--- config.mk ---
export PLATFORM = sky130hd
export DESIGN_NAME = pipe_stage_reg
export DESIGN_NICKNAME = d
export VERILOG_FILES = /design/src/rtl/pipe_stage_reg_pkg.sv /design/src/rtl/pipe_stage_reg.sv
export SDC_FILE = /design/constraint.sdc
export NUM_CORES = 1
export LEC_CHECK = 0
export BUFFER_PORTS_ARGS = -buffer_cell sky130_fd_sc_hd__buf_4
export CAP_MARGIN = 20
export CORE_MARGIN = 2
export CORE_UTILIZATION = 48
export CTS_CLUSTER_DIAMETER = 50
export DETAILED_ROUTE_END_ITERATION = 8
export PLACE_DENSITY = 0.91
export SLEW_MARGIN = 0
export SYNTH_ARGS = -nofsm -noshare
export SYNTH_HDL_FRONTEND = slang
export SYNTH_SLANG_ARGS = --single-unit
--- constraint.sdc ---
create_clock -name clk_i -period 4.6 [get_ports clk_i]
set_input_delay 0.46 -clock clk_i [delete_from_list [all_inputs] [get_ports clk_i]]
set_output_delay 0.46 -clock clk_i [all_outputs]
set_load 0.05 [all_outputs]
--- src/rtl/pipe_stage_reg_pkg.sv ---
// pipe_pkg: shared types and constants for the generic pipeline-stage register.
//   state_t           occupancy state of a stage (EMPTY / BUSY / FULL)
//   CTRL_*            EX/MEM control bundle bit positions
//   DATA_W_DEF/CTRL_W_DEF  default bundle widths
package pipe_pkg;

    typedef enum logic [1:0] {
        EMPTY = 2'd0,
        BUSY  = 2'd1,
        FULL  = 2'd2
    } state_t;

    localparam int unsigned CTRL_REGWRITE = 0;
    localparam int unsigned CTRL_MEMTOREG = 1;
    localparam int unsigned CTRL_MEMREAD  = 2;
    localparam int unsigned CTRL_MEMWRITE = 3;

    localparam int unsigned DATA_W_DEF = 69;
    localparam int unsigned CTRL_W_DEF = 4;

endpackage

--- src/rtl/pipe_stage_reg.sv ---
// pipe_stage_reg: parametrised pipeline-stage register with valid/ready
// handshake, stall hold, synchronous flush and bubble control clearing.
// Ports:
//   clk_i        clock, rising edge
//   start_i      asynchronous active-low reset
//   flush_i      synchronous flush, overrides accept and consume
//   in_valid_i / in_ready_o / in_ctrl_i / in_data_i      upstream side
//   out_valid_o / out_ready_i / out_ctrl_o / out_data_o  downstream side
//   count_o      number of held bundles (0..2, 0..1 when SKID=0)
// SKID=0 gives a single stall register with combinational ready;
// SKID=1 adds a skid entry so in_ready_o comes straight from a flop.
module pipe_stage_reg
    import pipe_pkg::*;
#(
    parameter int unsigned        DATA_W        = DATA_W_DEF,
    parameter int unsigned        CTRL_W        = CTRL_W_DEF,
    parameter logic [CTRL_W-1:0]  CTRL_CLR_MASK = '1,
    parameter bit                 SKID          = 1'b0
) (
    input  logic              clk_i,
    input  logic              start_i,
    input  logic              flush_i,
    input  logic              in_valid_i,
    output logic              in_ready_o,
    input  logic [CTRL_W-1:0] in_ctrl_i,
    input  logic [DATA_W-1:0] in_data_i,
    output logic              out_valid_o,
    input  logic              out_ready_i,
    output logic [CTRL_W-1:0] out_ctrl_o,
    output logic [DATA_W-1:0] out_data_o,
    output logic [1:0]        count_o
);

    state_t             state_q, state_d;
    logic               main_valid, skid_valid;
    logic               accept, consume;
    logic               load_main, main_from_skid;
    logic               in_ready;
    logic [DATA_W-1:0]  main_data, skid_data, main_data_d;
    logic [CTRL_W-1:0]  main_ctrl, skid_ctrl, main_ctrl_d;

    assign main_valid = (state_q != EMPTY);
    assign skid_valid = (state_q == FULL);
    assign accept     = in_valid_i & in_ready;
    assign consume    = main_valid & out_ready_i;

    always_comb begin
        state_d        = state_q;
        load_main      = 1'b0;
        main_from_skid = 1'b0;
        if (flush_i) begin
            state_d = EMPTY;
        end else begin
            case (state_q)
                EMPTY: begin
                    if (accept) begin
                        state_d   = BUSY;
                        load_main = 1'b1;
                    end
                end
                BUSY: begin
                    // With SKID=0 an accept in BUSY always coincides with a
                    // consume, so FULL is only reachable with the skid entry.
                    if (accept && consume) begin
                        load_main = 1'b1;
                    end else if (accept) begin
                        state_d = FULL;
                    end else if (consume) begin
                        state_d = EMPTY;
                    end
                end
                FULL: begin
                    if (consume) begin
                        state_d        = BUSY;
                        load_main      = 1'b1;
                        main_from_skid = 1'b1;
                    end
                end
                default: state_d = EMPTY;
            endcase
        end
    end

    assign main_data_d = main_from_skid ? skid_data : in_data_i;
    assign main_ctrl_d = main_from_skid ? skid_ctrl : in_ctrl_i;

    always_ff @(posedge clk_i or negedge start_i) begin
        if (!start_i) begin
            state_q   <= EMPTY;
            main_data <= '0;
            main_ctrl <= '0;
        end else begin
            state_q <= state_d;
            if (load_main) begin
                main_data <= main_data_d;
                main_ctrl <= main_ctrl_d;
            end
        end
    end

    generate
        if (SKID) begin : g_skid
            logic ready_q;

            // Ready is precomputed from the next state so the upstream sees
            // a pure flop output.
            always_ff @(posedge clk_i or negedge start_i) begin
                if (!start_i) begin
                    skid_data <= '0;
                    skid_ctrl <= '0;
                    ready_q   <= 1'b1;
                end else begin
                    if (state_q == BUSY && state_d == FULL) begin
                        skid_data <= in_data_i;
                        skid_ctrl <= in_ctrl_i;
                    end
                    ready_q <= (state_d != FULL);
                end
            end

            assign in_ready = ready_q;
        end else begin : g_noskid
            assign skid_data = '0;
            assign skid_ctrl = '0;
            assign in_ready  = out_ready_i | ~main_valid;
        end
    endgenerate

    assign in_ready_o  = in_ready;
    assign out_valid_o = main_valid;
    assign out_data_o  = main_data;
    // Bubbles read back with masked control bits cleared.
    assign out_ctrl_o  = main_valid ? main_ctrl : (main_ctrl & ~CTRL_CLR_MASK);
    assign count_o     = {skid_valid, main_valid & ~skid_valid};

endmodule

==> impl_metrics.tcl, run 1 <==
set metrics [dict create \
    outcome "finished, final reports clean" \
    timing.fmax_mhz 451 \
    dp_slack_ns 2.34 \
    ir_drop_mv 0.275 \
    tightest_slew_ns 0.927 \
    clock_path_buffers 2 \
    diodes 0 \
    fp.dieH_um 81.6 \
    cp.required_ns 4.82 \
    clkTransAtPathRegs_ns 0.08 \
    drc 0 \
    core_mm2 0.00589 \
    slew_violations 0 \
    cts_max_level 3 \
    syn_inst 191 \
    clock_latency_ns 0.33 \
    first_pass_iters 4 \
    rr_worst_depth 4 \
    dpl.hpwl_um 5150 \
    p_seq_share_pct 40.1 \
    drt-initial-drc-count 155 \
    tns_ns 0 \
    numPortBuffers 154 \
    hold_class "input port to async pin" \
    syn_area_per_cell_um2 15.1 \
    grt_pass1_vias 2328 \
    cts-root-buf "clkbuf_8" \
    rows 28 \
    syn-num-nets 269 \
    power_leakage_nw 2.06 \
    cp.arrival_ns 2.44 \
    die_w_um 81.6 \
    clkPwrFrac_pct 26.8 \
    grt_pass1_wl_um 11200 \
    wl_per_cell_um 18.6 \
    grt_setup_unrepaired "false" \
    cts_tree "yes" \
    ys_seq_area_share_pct 64.9 \
    dieArea_mm2 0.00666 \
    post_drt_via_cell_ratio 5.87 \
    antenna_found_initial 0 \
    period_share_pct 48.2 \
    synth_warnings 0 \
    grt_overflow_total 0 \
    pin_count 155 \
    skew_ns 0.00427 \
    r2r-end "out_data_o[57]" \
    cp-endpoint "out_data_o[57]" \
    grt_use_total_pct 22.1 \
    layout-drive-gt1-share_pct 52.4 \
    crit_start "state_q[1]" \
    intPower_mw 1.27 \
    nets 413 \
    ys_ff_latch 75 \
    drv_cap 0 \
    syn_to_final_growth_pct 47.4 \
    power_density_mw_per_mm2 468 \
    min_period_ns 2.22 \
    end_kind "register" \
    grt_max_degree 76 \
    setup_ws_ns 2.38 \
    setup.reg_to_reg.worst_slack_ns 2.38 \
    finalHoldViolCount 0 \
    syn_area_mm2 0.00289 \
    fin_util_pct 72.4 \
    place_congestion 0.720 \
    antenna_left 0 \
    finalPower_mw 1.99 \
    cts_buffers 9 \
    net-switching-power_mw 0.724 \
    worst_slew_margin_rel_pct 38.2 \
    post_cts_buffers 0 \
    routed_wl_um 7730 \
    cts_resized 0 \
    timing.rr.start "state_q[1]" \
    ys_types 18 \
    start_util_pct 49.1 \
    cp_max_fo 40 \
    hold_buffers 0 \
    setup_violations 0 \
    vias 2435 \
    clock-sinks 75 \
    worst_setup_path_start_kind "register" \
    comb_power_share_pct 33.1 \
    switching_share_pct 36.3 \
    setup.worst_path.class "register to register" \
]
## logic make-up (layout without fill, tap and decap cells)
family	after synthesis	count (layout)	share of synthesized area [%]
AOI/OAI and AO/OA	76	76	26.0
buffers and inverters	26	175	5.76
DFF	75	75	64.9
and+or+nand+nor	14	14	3.29
## final cells by class
type | instances | area [um^2]
timing repair buffer | 158 | 1220
multi-input combinational | 90 | 855
inverter | 1 | 3.75
fill | 407 | 1630
clock inverter | 4 | 47.5
tap | 75 | 93.8
clock buffer | 12 | 165
sequential | 75 | 1880
## layer usage
layer	vias to the layer above	part of all wire, %	wire length (um)	global-route usage (%)
li1	1069	-	-	-
met1	1240	39	3000	27.9
met2	116	52	3990	35.7
met3	10	8.5	654	7.69
met4	0	1.2	89	7.50
met5	-	0	0	0
## synthesized netlist by cell type
master / instances / share of area (%)
or2_1: 1 / 0.22
nor3_2: 1 / 0.35
inv_1: 1 / 0.13
buf_6: 8 / 3.1
buf_4: 1 / 0.26
nor3b_1: 1 / 0.26
a211o_1: 1 / 0.30
dfrtp_1: 75 / 65
a21oi_1: 1 / 0.17
buf_2: 4 / 0.69
nand2b_4: 1 / 0.48
o21bai_1: 1 / 0.26
nor2b_1: 6 / 1.3
clkbuf_1: 12 / 1.6
nor2_1: 1 / 0.13
or3b_1: 1 / 0.30
a32o_1: 73 / 25
nand2_1: 2 / 0.26
## worst max-delay path, stage by stage (launching register included)
cell and delay [ns]:
dfrtp_1 0.42, nand2b_4 0.18, or3b_2 0.78, buf_4 0.38, a32o_1 0.31
## cells in the final DEF (no fill, tap or decap), types with 2 or more instances in the layout
cell / count
buf_4: 156
clkbuf_8: 12
nor2b_1: 6
nand2_1: 2
dfrtp_1: 75
clkinv_2: 2
a32o_1: 73
## how the worst min path moves through the flow
stage	endpoint	depth (start not counted)	from	slack, ns
floorplan	main_ctrl[0]	0	start_i	0.16
global route	state_q[1]	2	out_ready_i	0.32
global placement	main_ctrl[3]	1	main_ctrl[3]	0.50
detailed placement	main_ctrl[0]	1	main_ctrl[0]	0.51
finish	state_q[0]	1	start_i	0.26
CTS	out_data_o[68]	1	start_i	0.30
## state kept, by name, summed over array words and instances, names as in the netlist
register,count
state_q,2
main_ctrl,4
out_data_o,69
## stage by stage
stage	instance area (um^2)	hold slack, ns	std cells
after detailed placement	4030	0.507	398
after global placement	4000	0.497	397
after CTS	4240	0.299	414
final	4260	0.263	415
after floorplan	2890	0.164	191
after global routing	4260	0.321	415
## power by group through the flow
stage                     logic, mW  registers [mW]  clock network (mW)
after floorplan               0.127            1.10                   0
after global placement        0.644           0.807                   0
after detailed placement      0.661           0.811                   0
after CTS                     0.661           0.798               0.539
after global routing          0.686           0.809               0.564
final                         0.659           0.799               0.534
Power figures use the tool's default switching activity.
==> inputs of run 2 (changes only) <==
--- a/config.mk
+++ b/config.mk
@@ -8,10 +8,10 @@
 export BUFFER_PORTS_ARGS = -buffer_cell sky130_fd_sc_hd__buf_4
 export CAP_MARGIN = 20
 export CORE_MARGIN = 2
-export CORE_UTILIZATION = 48
+export CORE_UTILIZATION = 44
 export CTS_CLUSTER_DIAMETER = 50
 export DETAILED_ROUTE_END_ITERATION = 8
-export PLACE_DENSITY = 0.91
+export PLACE_DENSITY = 0.85
 export SLEW_MARGIN = 0
 export SYNTH_ARGS = -nofsm -noshare
 export SYNTH_HDL_FRONTEND = slang
==> constraint.sdc (replaced) <==
create_clock -name clk_i -period 2.1 [get_ports clk_i]
set_input_delay 0.21 -clock clk_i [delete_from_list [all_inputs] [get_ports clk_i]]
set_output_delay 0.21 -clock clk_i [all_outputs]
set_load 0.05 [all_outputs]
==> run 2 against run 1 <==
Compared with the run above: wire length is 2.9% lower; worst hold slack got worse by 0.26 ns; clock-buffer cell count increased by 1; register-to-register slack worse by 2.1 ns; via count down 1.9%; first-iteration DRC count decreased by 30%; sequential power rose by 120%; global-route usage shrank 1.6 points; non-clock buffer count rose by 1; total power grew 110%; critical path depth stayed put; largest cell class unchanged; largest power group unchanged.
==> impl_metrics.tcl, run 2 (synthesized netlist as in run 1, its figures left out) <==
set metrics [dict create \
    outcome "finished, final reports clean" \
    timing.rr.start "state_q[1]" \
    cp.arrival_ns 2.04 \
    worstPathCellList "nand2b_4 -> or3b_2 -> buf_4 -> a32o_1" \
    grt_use_total_pct 20.5 \
    first_pass_iters 4 \
    timing.fmax_mhz 547 \
    grt_pass1_vias 2425 \
    cts_resized 0 \
    antenna_found_initial 0 \
    tns_ns 0 \
    cp_max_fo 50 \
    hold_slack_ns 0.00704 \
    finalPower_mw 4.28 \
    drv_cap 0 \
    grt_pass1_wl_um 11800 \
    path_delay_family "simple AND/OR/NAND/NOR gates" \
    post_cts_buffers 0 \
    rows 29 \
    drt-initial-drc-count 108 \
    fillers 521 \
    worst_setup_path_start_kind "register" \
    dp_cells 402 \
    nets 414 \
    hold_class "input port to async pin" \
    diodes 0 \
    tightest_slew_ns 0.924 \
    grt_setup_unrepaired "false" \
    die_w_um 85.1 \
    stdcell_count 417 \
    layout-drive-gt1-share_pct 51.8 \
    regArea_mm2 0.00188 \
    cts_buffers 9 \
    slowest_stage "or3b_2" \
    cts_max_level 3 \
    largest_reg_flops 69 \
    place_congestion 0.719 \
    final_cell_mix "157 x buf_4, 75 x dfrtp_1, 73 x a32o_1" \
    dpl.hpwl_um 5040 \
    fp.dieH_um 85.1 \
    period_share_pct 87.1 \
    clock-sinks 75 \
    cp_num_buf_inv 1 \
    setup.worst_path.class "register to register" \
    min_period_ns 1.83 \
    layout_commonest_cell "buf_4" \
    slew_violations 0 \
    hold_buffers 0 \
    syn_to_final_growth_pct 46.8 \
    power_density_mw_per_mm2 1010 \
    cp.required_ns 2.32 \
    pin_count 155 \
    vias 2389 \
    cpPeakStageDelay_ns 0.48 \
    setup_ws_ns 0.272 \
    finalHoldViolCount 0 \
    dieArea_mm2 0.00723 \
    grt_overflow_total 0 \
    cts-root-buf "clkbuf_8" \
    cts_tree "yes" \
    numPortBuffers 154 \
    ir_drop_mv 0.578 \
    post_drt_via_cell_ratio 5.73 \
    fin_util_pct 66.8 \
    end_kind "register" \
    clock_latency_ns 0.33 \
    place_area_mm2 0.00405 \
    grt_max_degree 76 \
    core_mm2 0.00635 \
    r2r-end "out_data_o[28]" \
    drc 0 \
    multi_input_area_um2 855 \
    antenna_left 0 \
    dp_slack_ns 0.285 \
    rr_worst_depth 4 \
    start_util_pct 45.5 \
    clkTransAtPathRegs_ns 0.08 \
    routed_wl_um 7510 \
    clock_path_buffers 2 \
    skew_ns 0.00807 \
    finish.instance_area_mm2 0.00424 \
    setup.reg_to_reg.worst_slack_ns 0.27 \
    setup_violations 0 \
    power_leakage_nw 2.05 \
    worst_slew_margin_rel_pct 38.4 \
    wl_per_cell_um 18.0 \
]
run 2: worst max-delay path by stage:
stage                                 to  depth (start not counted)  slack [ns]        from
after floorplan             main_ctrl[3]                          5        0.55  state_q[1]
after global placement    out_data_o[48]                          4        0.32  state_q[1]
after detailed placement  out_data_o[55]                          4        0.28  state_q[1]
after CTS                 out_data_o[57]                          4        0.27  state_q[1]
after global routing      out_data_o[28]                          4        0.20  state_q[1]
final                     out_data_o[28]                          4        0.27  state_q[1]
run 2: area by class of cell:
cell class | count | share of cell area (%)
clock inverters | 2 | 0.825
flip-flops and latches | 75 | 44.2
well taps | 77 | 2.27
repair buffers | 159 | 28.7
inverters | 1 | 0.0884
multi-input cells | 90 | 20.1
clock buffers | 13 | 3.74
run 2: power breakdown:
| part | internal (mW) | switching (mW) |
|---|---|---|
| clock | 0.607 | 0.481 |
| combinational | 0.497 | 0.943 |
| sequential | 1.64 | 0.110 |
| total | 2.74 | 1.53 |
run 2: layer usage:
metal / global-route usage, % / vias to the layer above / wire length [um]
met5: 0 / - / 0
met4: 8.08 / 0 / 153
met3: 6.71 / 16 / 658
met2: 33.0 / 108 / 3730
met1: 25.7 / 1196 / 2970
li1: - / 1069 / -
==> inputs of run 3 (changes only) <==
--- a/config.mk
+++ b/config.mk
@@ -5,13 +5,14 @@
 export SDC_FILE = /design/constraint.sdc
 export NUM_CORES = 1
 export LEC_CHECK = 0
+export ABC_AREA = 1
 export BUFFER_PORTS_ARGS = -buffer_cell sky130_fd_sc_hd__buf_4
 export CAP_MARGIN = 20
 export CORE_MARGIN = 2
-export CORE_UTILIZATION = 44
+export CORE_UTILIZATION = 50
 export CTS_CLUSTER_DIAMETER = 50
 export DETAILED_ROUTE_END_ITERATION = 8
-export PLACE_DENSITY = 0.85
+export PLACE_DENSITY = 0.9
 export SLEW_MARGIN = 0
 export SYNTH_ARGS = -nofsm -noshare
 export SYNTH_HDL_FRONTEND = slang
==> constraint.sdc (replaced) <==
create_clock -name clk_i -period 2.3 [get_ports clk_i]
set_input_delay 0.23 -clock clk_i [delete_from_list [all_inputs] [get_ports clk_i]]
set_output_delay 0.23 -clock clk_i [all_outputs]
set_load 0.05 [all_outputs]
==> run 3 against run 2 <==
Compared with the run above: via count increased by 18%; highest routed layer unchanged; critical endpoint is now out_data_o[43]; fmax increased by 2.3%; synthesized area increased by 19%; core utilization increased by 4.0 points; synthesized cell count increased by 86%; cell count increased by 41%; largest power group is now combinational logic.
==> impl_metrics.tcl, run 3 <==
set metrics [dict create \
    final_cell_mix "158 x buf_4, 155 x nand2_1, 75 x dfrtp_1" \
    ir_drop_mv 0.512 \
    rows 30 \
    syn-num-nets 434 \
    clock_path_buffers 2 \
    tightest_slew_ns 0.525 \
    synth_area_leaders "dfrtp_1 55%, o21ai_2 18%, nand2_1 17%" \
    hold_class "input port to register" \
    slew_violations 0 \
    hold_slack_ns 0.157 \
    yosysMostFrequentCell "nand2_1" \
    setup_violations 0 \
    cp_max_fo 44 \
    grt_setup_unrepaired "false" \
    layout-drive-gt1-share_pct 49.1 \
    place_congestion 0.811 \
    numPortBuffers 154 \
    timing.fmax_mhz 560 \
    tns_ns 0 \
    syn_to_final_growth_pct 38.3 \
    ys_types 15 \
    drv_cap 0 \
    yosysTopAreaCell "dfrtp_1" \
    drc 0 \
    grt_pass1_wl_um 12800 \
    wl_met2_um 4110 \
    antenna_left 0 \
    dpl.hpwl_um 5870 \
    die_w_um 87.0 \
    cp.arrival_ns 1.98 \
    power_leakage_nw 2.62 \
    synth_warnings 0 \
    skew_ns 0.00697 \
    finalHoldViolCount 0 \
    first_pass_iters 4 \
    cts-root-buf "clkbuf_8" \
    dieArea_mm2 0.00756 \
    synth_edf_count 0 \
    maxUsedRoutingLayer "met4" \
    power_density_mw_per_mm2 948 \
    ys_seq_area_share_pct 54.5 \
    min_period_ns 1.79 \
    wl_met1_um 3290 \
    vias 2813 \
    synth_top_area_share_pct 54.5 \
    ys_ff_latch 75 \
    stdcell_count 587 \
    dp_cells 570 \
    pin_count 155 \
    post_drt_via_cell_ratio 4.79 \
    cts_tree "yes" \
    ys.flop_type "dfrtp_1" \
    antenna_found_initial 0 \
    period_share_pct 77.7 \
    clock_latency_ns 0.33 \
    fp.dieH_um 87.0 \
    routed_wl_um 7900 \
    end_kind "register" \
    grt_max_degree 62 \
    syn_area_mm2 0.00344 \
    grt_overflow_total 0 \
    finalPower_mw 4.51 \
    worst_slew_margin_rel_pct 65.0 \
    synth_commonest_cells "155 x nand2_1, 75 x dfrtp_1, 71 x o21ai_2" \
    layout_commonest_cell "buf_4" \
    grt_use_total_pct 21.4 \
    syn_area_per_cell_um2 9.67 \
    clkTransAtPathRegs_ns 0.08 \
    worst_setup_path_start_kind "register" \
    wl_met3_um 420 \
    syn_inst 356 \
    synthArstFlopShare_pct 100 \
    start_util_pct 51.2 \
    outcome "finished, final reports clean" \
    largest_reg_flops 69 \
    drt-initial-drc-count 114 \
    nets 580 \
    core_mm2 0.00672 \
    grt_pass1_vias 2762 \
    diodes 0 \
    cp.required_ns 2.49 \
    post_cts_buffers 0 \
    cts_max_level 3 \
    clock-sinks 75 \
    wl_per_cell_um 13.5 \
    setup.worst_path.class "register to register" \
    cts_buffers 9 \
]
run 3: changes by cell type after synthesis, moves of 4 or more:
cell	previous run	this run
buf_6	8	15
inv_1	1	12
nor2_1	1	7
clkbuf_1	12	1
nor2b_1	6	0
a32o_1	73	0
nand2_1	2	155
buf_2	4	8
o21ai_2	0	71
run 3: worst paths after layout:
check / cells past startpoint / start / slack [ns] / endpoint
max: 7 / state_q[0] / 0.51 / out_data_o[43]
min: 3 / in_data_i[55] / 0.16 / out_data_o[55]
max reg2reg: 7 / state_q[0] / 0.51 / out_data_o[43]
min reg2reg: 2 / out_data_o[55] / 0.49 / out_data_o[55]
max in group asynchronous: 3 / start_i / 1.33 / out_data_o[40]
min in group asynchronous: 2 / start_i / 0.40 / out_data_o[11]
run 3: cell families (layout without fill, tap and decap cells):
logic type	count (synthesis)	in the layout	synth area share [%]
AOI/OAI and AO/OA	75	75	18.8
DFF	75	75	54.5
and+or+nand+nor	168	168	18.8
buffers and inverters	38	189	7.93
run 3: layer usage:
layer,track usage (%),vias to the layer above
met3,3.79,10
met5,0,-
met1,27.4,1302
met4,6.82,0
li1,-,1414
met2,36.7,87
run 3: report_power, final:
| group | switching [mW] | total, mW | internal, mW |
|---|---|---|---|
| combinational | 1.25 | 1.83 | 0.572 |
| clock | 0.462 | 0.988 | 0.526 |
| sequential | 0.145 | 1.70 | 1.55 |
run 3: area by class of cell:
| type | count | area [um^2] |
|---|---|---|
| Fill cell | 548 | 1960 |
| Multi-Input combinational cell | 243 | 1310 |
| Sequential cell | 75 | 1880 |
| Timing Repair Buffer | 161 | 1240 |
| Clock inverter | 5 | 52.6 |
| Inverter | 12 | 45.0 |
| Tap cell | 80 | 100 |
| Clock buffer | 11 | 141 |
run 3: critical path, stage by stage (launching register included):
cell and delay, ns:
dfrtp_1 0.47, nor2_2 0.21, nand2_1 0.08, nand2_1 0.16, nand2_8 0.23, buf_4 0.34
nand2_1 0.09, o21ai_1 0.07
run 3: metrics by stage:
| step | setup WS, ns | cell area [um^2] | util [%] |
|---|---|---|---|
| 2_1_floorplan | 0.621 | 3440 | - |
| 3_3_place_gp | 0.597 | 4550 | 67.8 |
| 3_5_place_dp | 0.535 | 4550 | 67.8 |
| 4_1_cts | 0.510 | 4760 | 70.8 |
| 5_1_grt | 0.378 | 4760 | 70.8 |
| 6_report | 0.513 | 4760 | 70.8 |
run 3: timing repair:
action | in CTS | in global routing
hold endpoints to repair | 34 | 0
gates resized for setup | 0 | 0
hold buffers | 1 | 0
